$ cat config.mk
export PLATFORM = sky130hd
export DESIGN_NAME = light_velocity_tracker
export DESIGN_NICKNAME = d
export VERILOG_FILES = /design/src/rtl/light_tracker_pkg.sv /design/src/rtl/seq_divider.sv /design/src/rtl/light_velocity_tracker.sv
export SDC_FILE = /design/constraint.sdc
export NUM_CORES = 1
export LEC_CHECK = 0
export BUFFER_PORTS_ARGS = -buffer_cell sky130_fd_sc_hd__buf_2
export CORE_MARGIN = 3
export CORE_UTILIZATION = 30
export DETAILED_ROUTE_END_ITERATION = 8
export PLACE_DENSITY_LB_ADDON = 0.12
export SETUP_SLACK_MARGIN = 0.3
export SYNTH_ARGS = -nofsm -noshare
export SYNTH_HDL_FRONTEND = slang
export SYNTH_SLANG_ARGS = --single-unit
$ cat constraint.sdc
create_clock -name clk_in -period 7.4 [get_ports clk_in]
set_clock_uncertainty 0.05 [all_clocks]
set_input_delay 0.37 -clock clk_in [delete_from_list [all_inputs] [get_ports clk_in]]
set_output_delay 0.37 -clock clk_in [all_outputs]
set_load 0.005 [all_outputs]
$ cat src/rtl/light_tracker_pkg.sv
// Shared types and helpers for the light velocity tracker: FSM state encoding,
// divider width calculation and the symmetric saturation clamp.
package light_tracker_pkg;

  typedef enum logic [2:0] {
    IDLE  = 3'd0,
    TRACK = 3'd1,
    DIV_X = 3'd2,
    DIV_Y = 3'd3,
    DONE  = 3'd4
  } tracker_state_t;

  // Dividend width: widest coordinate magnitude plus the fractional pre-shift.
  function automatic int calc_dw(input int x_w, input int y_w, input int frac_bits);
    return ((x_w > y_w) ? x_w : y_w) + frac_bits;
  endfunction

  // Clamp a magnitude to 2^(v_w-1)-1 so that negation never reaches the most negative code.
  function automatic logic [31:0] clamp_mag(input logic [31:0] mag, input int v_w);
    logic [31:0] lim;
    lim = (32'd1 << (v_w - 1)) - 32'd1;
    return (mag > lim) ? lim : mag;
  endfunction

endpackage

$ cat src/rtl/seq_divider.sv
// Unsigned restoring divider, one quotient bit per cycle, WIDTH cycles per divide.
// A zero divisor yields an all-ones quotient.
module seq_divider #(
  parameter int WIDTH = 15,
  parameter int DIV_W = 16
) (
  input  logic             clk,
  input  logic             rst_n,
  input  logic             start,
  input  logic [WIDTH-1:0] dividend,
  input  logic [DIV_W-1:0] divisor,
  output logic [WIDTH-1:0] quotient,
  output logic             done
);

  localparam int CW = $clog2(WIDTH + 1);

  logic [WIDTH-1:0] quo_r;
  logic [DIV_W-1:0] rem_r;
  logic [DIV_W-1:0] div_r;
  logic [CW-1:0]    cnt_r;
  logic             run_r;
  logic             done_r;
  logic [DIV_W:0]   shifted_s;
  logic [DIV_W:0]   diff_s;

  // The dividend shifts out of quo_r's MSB while quotient bits shift in at the LSB.
  assign shifted_s = {rem_r, quo_r[WIDTH-1]};
  assign diff_s    = shifted_s - {1'b0, div_r};

  // Load on start, then one restoring step per cycle until the counter expires.
  always_ff @(posedge clk or negedge rst_n) begin
    if (!rst_n) begin
      quo_r  <= {WIDTH{1'b0}};
      rem_r  <= {DIV_W{1'b0}};
      div_r  <= {DIV_W{1'b0}};
      cnt_r  <= {CW{1'b0}};
      run_r  <= 1'b0;
      done_r <= 1'b0;
    end else begin
      done_r <= 1'b0;
      if (start) begin
        quo_r <= dividend;
        rem_r <= {DIV_W{1'b0}};
        div_r <= divisor;
        cnt_r <= CW'(WIDTH);
        run_r <= 1'b1;
      end else if (run_r) begin
        if (!diff_s[DIV_W]) begin
          rem_r <= diff_s[DIV_W-1:0];
          quo_r <= {quo_r[WIDTH-2:0], 1'b1};
        end else begin
          rem_r <= shifted_s[DIV_W-1:0];
          quo_r <= {quo_r[WIDTH-2:0], 1'b0};
        end
        cnt_r <= cnt_r - CW'(1);
        if (cnt_r == CW'(1)) begin
          run_r  <= 1'b0;
          done_r <= 1'b1;
        end
      end
    end
  end

  assign quotient = quo_r;
  assign done     = done_r;

endmodule

$ cat src/rtl/light_velocity_tracker.sv
// Tracks one contiguous light event and reports signed fixed-point X/Y velocity.
// Optional macro LIGHT_TRACKER_GAP_TOLERANCE_EN lets up to GAP_MAX dark samples sit inside an event.
module light_velocity_tracker
  import light_tracker_pkg::*;
#(
  parameter int X_W         = 11,
  parameter int Y_W         = 10,
  parameter int CNT_W       = 16,
  parameter int V_W         = 16,
  parameter int FRAC_BITS   = 4,
  parameter int MIN_SAMPLES = 2,
  parameter int GAP_MAX     = 3
) (
  input  logic             clk_in,
  input  logic             rst_n_in,
  input  logic             valid_in,
  input  logic             light_in,
  input  logic [X_W-1:0]   x_in,
  input  logic [Y_W-1:0]   y_in,
  output logic [V_W-1:0]   vx_out,
  output logic [V_W-1:0]   vy_out,
  output logic [CNT_W-1:0] samples_out,
  output logic             sat_out,
  output logic             valid_out,
  output logic             busy_out
);

  localparam int DW = calc_dw(X_W, Y_W, FRAC_BITS);

  if (MIN_SAMPLES < 2 || GAP_MAX < 0) begin : g_param_check
    $error("light_velocity_tracker: MIN_SAMPLES must be >= 2 and GAP_MAX >= 0");
  end

  tracker_state_t   state_r;
  logic [X_W-1:0]   x_start_r, x_end_r, abs_x_r;
  logic [Y_W-1:0]   y_start_r, y_end_r, abs_y_r;
  logic             neg_x_r, neg_y_r;
  logic [CNT_W-1:0] count_r, divisor_r;
  logic             start_r;
  logic [DW-1:0]    qx_r;
  logic [V_W-1:0]   vx_r, vy_r;
  logic [CNT_W-1:0] samples_r;
  logic             sat_r, valid_r, busy_r;

  logic             light_s, dark_s, end_event_s, long_enough_s;
  logic [CNT_W-1:0] count_inc_s;
  logic             div_start_s, div_done_s;
  logic [DW-1:0]    div_dividend_s, div_quotient_s;
  logic [31:0]      mag_x_s, mag_y_s;
  logic [V_W-1:0]   vx_s, vy_s;
  logic             sat_s;

  assign light_s       = valid_in & light_in;
  assign dark_s        = valid_in & ~light_in;
  assign long_enough_s = (count_r >= CNT_W'(MIN_SAMPLES));
  assign count_inc_s   = (count_r == {CNT_W{1'b1}}) ? count_r : count_r + CNT_W'(1);

`ifdef LIGHT_TRACKER_GAP_TOLERANCE_EN
  localparam int GAP_W = $clog2(GAP_MAX + 1) + 1;
  logic [GAP_W-1:0] gap_r;

  assign end_event_s = dark_s && (gap_r == GAP_W'(GAP_MAX));

  // Dark-run length inside the current event; any light sample clears it.
  always_ff @(posedge clk_in or negedge rst_n_in) begin
    if (!rst_n_in) begin
      gap_r <= {GAP_W{1'b0}};
    end else if (state_r != TRACK || light_s) begin
      gap_r <= {GAP_W{1'b0}};
    end else if (dark_s && !end_event_s) begin
      gap_r <= gap_r + GAP_W'(1);
    end else begin
      gap_r <= gap_r;
    end
  end
`else
  assign end_event_s = dark_s;
`endif

  // X starts one cycle after the operands are latched; Y is chained on X's done pulse
  // so the divider never idles between the two passes.
  assign div_start_s    = start_r | ((state_r == DIV_X) & div_done_s);
  assign div_dividend_s = start_r ? (DW'(abs_x_r) << FRAC_BITS) : (DW'(abs_y_r) << FRAC_BITS);

  seq_divider #(
    .WIDTH (DW),
    .DIV_W (CNT_W)
  ) u_div (
    .clk      (clk_in),
    .rst_n    (rst_n_in),
    .start    (div_start_s),
    .dividend (div_dividend_s),
    .divisor  (divisor_r),
    .quotient (div_quotient_s),
    .done     (div_done_s)
  );

  assign mag_x_s = clamp_mag(32'(qx_r), V_W);
  assign mag_y_s = clamp_mag(32'(div_quotient_s), V_W);
  assign sat_s   = (mag_x_s != 32'(qx_r)) | (mag_y_s != 32'(div_quotient_s));
  assign vx_s    = neg_x_r ? V_W'(32'd0 - mag_x_s) : V_W'(mag_x_s);
  assign vy_s    = neg_y_r ? V_W'(32'd0 - mag_y_s) : V_W'(mag_y_s);

  // Event capture, divide sequencing and result registration.
  always_ff @(posedge clk_in or negedge rst_n_in) begin
    if (!rst_n_in) begin
      state_r   <= IDLE;
      x_start_r <= {X_W{1'b0}};
      x_end_r   <= {X_W{1'b0}};
      abs_x_r   <= {X_W{1'b0}};
      y_start_r <= {Y_W{1'b0}};
      y_end_r   <= {Y_W{1'b0}};
      abs_y_r   <= {Y_W{1'b0}};
      neg_x_r   <= 1'b0;
      neg_y_r   <= 1'b0;
      count_r   <= {CNT_W{1'b0}};
      divisor_r <= {CNT_W{1'b0}};
      start_r   <= 1'b0;
      qx_r      <= {DW{1'b0}};
      vx_r      <= {V_W{1'b0}};
      vy_r      <= {V_W{1'b0}};
      samples_r <= {CNT_W{1'b0}};
      sat_r     <= 1'b0;
      valid_r   <= 1'b0;
      busy_r    <= 1'b0;
    end else begin
      start_r <= 1'b0;
      case (state_r)
        IDLE: begin
          if (light_s) begin
            x_start_r <= x_in;
            x_end_r   <= x_in;
            y_start_r <= y_in;
            y_end_r   <= y_in;
            count_r   <= CNT_W'(1);
            state_r   <= TRACK;
          end
        end
        TRACK: begin
          if (light_s) begin
            x_end_r <= x_in;
            y_end_r <= y_in;
            count_r <= count_inc_s;
          end else if (end_event_s) begin
            if (!long_enough_s) begin
              state_r <= IDLE;
            end else begin
              // Magnitude and sign of the end-minus-start displacement.
              neg_x_r   <= (x_end_r < x_start_r);
              abs_x_r   <= (x_end_r < x_start_r) ? x_start_r - x_end_r : x_end_r - x_start_r;
              neg_y_r   <= (y_end_r < y_start_r);
              abs_y_r   <= (y_end_r < y_start_r) ? y_start_r - y_end_r : y_end_r - y_start_r;
              divisor_r <= count_r - CNT_W'(1);
              start_r   <= 1'b1;
              busy_r    <= 1'b1;
              state_r   <= DIV_X;
            end
          end
        end
        DIV_X: begin
          if (div_done_s) begin
            qx_r    <= div_quotient_s;
            state_r <= DIV_Y;
          end
        end
        DIV_Y: begin
          if (div_done_s) begin
            vx_r      <= vx_s;
            vy_r      <= vy_s;
            samples_r <= count_r;
            sat_r     <= sat_s;
            valid_r   <= 1'b1;
            state_r   <= DONE;
          end
        end
        DONE: begin
          valid_r <= 1'b0;
          busy_r  <= 1'b0;
          state_r <= IDLE;
        end
        default: begin
          valid_r <= 1'b0;
          busy_r  <= 1'b0;
          state_r <= IDLE;
        end
      endcase
    end
  end

  assign vx_out      = vx_r;
  assign vy_out      = vy_r;
  assign samples_out = samples_r;
  assign sat_out     = sat_r;
  assign valid_out   = valid_r;
  assign busy_out    = busy_r;

endmodule

==> results.md <==
- Status: completed
- Worst Path Required: 7.83 ns
- Antenna Cells: 0
- Placed cells: 1883
- Final WS setup: between 3 and 4 ns
- Synth area leader: dfrtp_1
- Worst VDD drop: ~0.18 mV
- Hold Path End: x_start_r[10]
- Synth unique cells: 73
- Reg clk slew, reported paths: about 0.060 ns
- Hold Path Class: input port to register
- Pre-CTS setup slack: ~3.9 ns
- Grt ovf: 0
- FF-to-FF End: u_div.rem_r[0]
- Final Critical Period: 3.441 ns
- Die span in y: 208.0 um
- I/O pin cnt: 76
- Post-cts repair resize count: 0
- Worst Tran Pin Value: 1.043 ns
- Row cnt: 73
- Worst Path Arrival: between 3 and 4 ns
- RSZ-0062 raised after global routing: no
- Vias in the first global route: between 9000 and 10000
- RR Startpoint: u_div.quotient[14]
- Yosys reg bits: between 200 and 250
- Final max-slew violation count: 0
- Synth Net Count: 1441
- Setup TNS: 0 ns
- Reg2reg setup slack: about 4 ns
- Initial drt markers: 492
- Worst hold stages: 3
- First-pass GRT wire length: just over 50000 um
- R2R depth: 11
- 1st-pass router iterations: 5
- Netlist Area Pre-Place: 0.01224 sq mm
- Total number of vias: 9307
- Worst setup SP type: register
- Layout area overhead: 16.09%
- Finished Layout Cells: between 1500 and 2000
- Antenna viol nets, final: 0
- # clock sinks: 219
- Ys async rst share: 100.0%
- Max frequency: about 0.29 GHz
- CTS tree: yes
- Fin nets: roughly 1500
- Crit Path Max Fanout: 19
- Max cap viols: 0
- Post-Synthesis Cells: around 1300
- Die area: 0.04326 sq mm
- Most common cell after layout, fill and taps aside: nand2_1
- Crit path capture type: register
- Max_slew headroom: between 20 and 30%
- # H-tree levels: 1
- Ys Warns: 0
- Largest net degree at the start of global routing: around 90
- TritonCTS Buffers: 28
- Static Leak: between 6 and 7 nW
- DP Wirelength: roughly 21000 um
- Final core occ: around 36%
- Pwr Density: between 400 and 500 mW/mm^2
- # setup viols final: 0
- Number of synthesized flops with an enable pin: 0
- Hold Crit Start: x_in[10]
- Clock buffer depth: 3
- Ys flop type: dfrtp_1
- Share of the synthesized area in the top cell type: 44.77%
- Fraction of layout cells with a size suffix above 1: between 10% and 20%
- Initial antenna violation count: 0
- Routed WL: 30590 um
- Pwr Total: about 7.0 mW
- Post-synthesis sequential area ratio: between 40% and 50%
- Worst Setup Path Type: register to register
- Root Driver: clkbuf_16
- GRT Overall Usage: 14.00%
- Worst skew pair latency: between 0.5 and 0.6 ns
- Initial Util: around 31%
- Final hold violation count: 0
- Total core area: approximately 0.040 sq mm
- DR WL/cell: 15.65 um
- Vias per cell: around 4.8
- DRC viols: 0
- GPL Wtd Cong: 0.8198
- Number of port buffers: 74
- Commonest cells after routing, fill and taps aside: nand2_1 (243), dfrtp_1 (218), o21ai_0 (158)
- Synth area leaders: dfrtp_1 (45%), nand2_1 (7.5%), o21ai_0 (6.5%)
- Crit share post-route: a little under half
- Die Wd: 208.0 um
- Syn avg cell area: ~9 sq um
[timing repair]
action	in CTS	in global routing
setup buffers	0	0
hold buffers	21	0
endpoints found under the hold margin	127	0
endpoints found under the setup margin	0	0
[cell type report]
cell class	instances	area [sq um]
Clock buffer	38	798.3
Tap cell	525	656.9
Inverter	77	289.0
Sequential cell	219	5482
Timing Repair Buffer	104	658.1
Fill cell	4237	25800
Multi-Input combinational cell	979	6175
Clock inverter	12	151.4
[sequential cells by signal, summed over array words and instances (netlist names), 4 cells and up]
signal / count
abs_y_r: 10
qx_r: 15
u_div.div_r: 16
divisor_r: 16
vy_out: 16
samples_out: 16
x_start_r: 11
x_end_r: 11
u_div.cnt_r: 4
u_div.rem_r: 16
count_r: 16
abs_x_r: 11
y_start_r: 10
vx_out: 16
u_div.quotient: 15
y_end_r: 10
[cell usage after synthesis, drive strengths merged, types with 3 or more instances]
cell type	n
and2	3
dfrtp	219
fa	5
nor2	71
o21a	9
xnor2	38
nand2b	8
xor2	46
a21boi	4
or2	6
nor2b	14
mux2	19
inv	77
a21o	18
and4	4
nand3b	6
nand3	22
and3	10
or3	7
or4	7
o21bai	6
ha	63
nand4	8
a211oi	9
nor3	15
o41ai	6
nor4	3
a32oi	4
a21oi	58
a31oi	5
o21ai	181
clkbuf	57
nand2	243
o31ai	9
buf	16
mux2i	41
[worst max-delay path: stages (launching register included)]
cell and delay, ns:
dfrtp_1 0.42, inv_1 0.10, ha_1 0.16, inv_1 0.06, fa_1 0.42, a211oi_1 0.34, o21ai_1 0.14, nand3_2 0.14
or3_1 0.11, o311a_1 0.85, mux2_4 0.36, a211oi_2 0.20
[layer usage]
metal	part of all wire (%)	vias to the layer above	GRT usage, %
met5	0	-	0
met4	1.6	0	3.116
met3	3.9	30	2.352
met2	43	122	21.24
met1	52	4433	20.93
li1	-	4722	-
[how the worst max path moves through the flow]
stage,cells after the start,to,startpoint
after detailed placement,11,u_div.rem_r[0],u_div.quotient[14]
after global routing,11,u_div.rem_r[9],u_div.quotient[14]
final,11,u_div.rem_r[0],u_div.quotient[14]
after CTS,11,u_div.rem_r[0],u_div.quotient[14]
after global placement,11,u_div.rem_r[0],u_div.quotient[14]
after floorplan,12,u_div.rem_r[2],u_div.quotient[14]
[cells by family after synthesis]
kind of cell	count (synthesis)	synth area share (%)
buf+inv	150	4.917
xor+xnor	84	6.010
other cells	1	0.03064
flops	219	44.77
mux	60	5.131
simple gates	431	15.74
compound gates	335	16.14
fa+ha+maj	68	7.258
[power by group]
part,leakage (nW),internal [mW],switching [mW]
combinational,3.40,1.57,2.02
clock,0.466,0.856,0.544
sequential,2.83,1.62,0.375
total,6.70,4.05,2.94
[per-stage QoR]
step                hold slack [ns]  area, sq um
detailed placement           0.4008        13050
global route                0.04740        14210
global placement             0.4045        13050
finish                      0.03361        14210
CTS                         0.01064        14210
floorplan                   0.02441        12240
No activity file was read; power rests on OpenSTA's default activity.
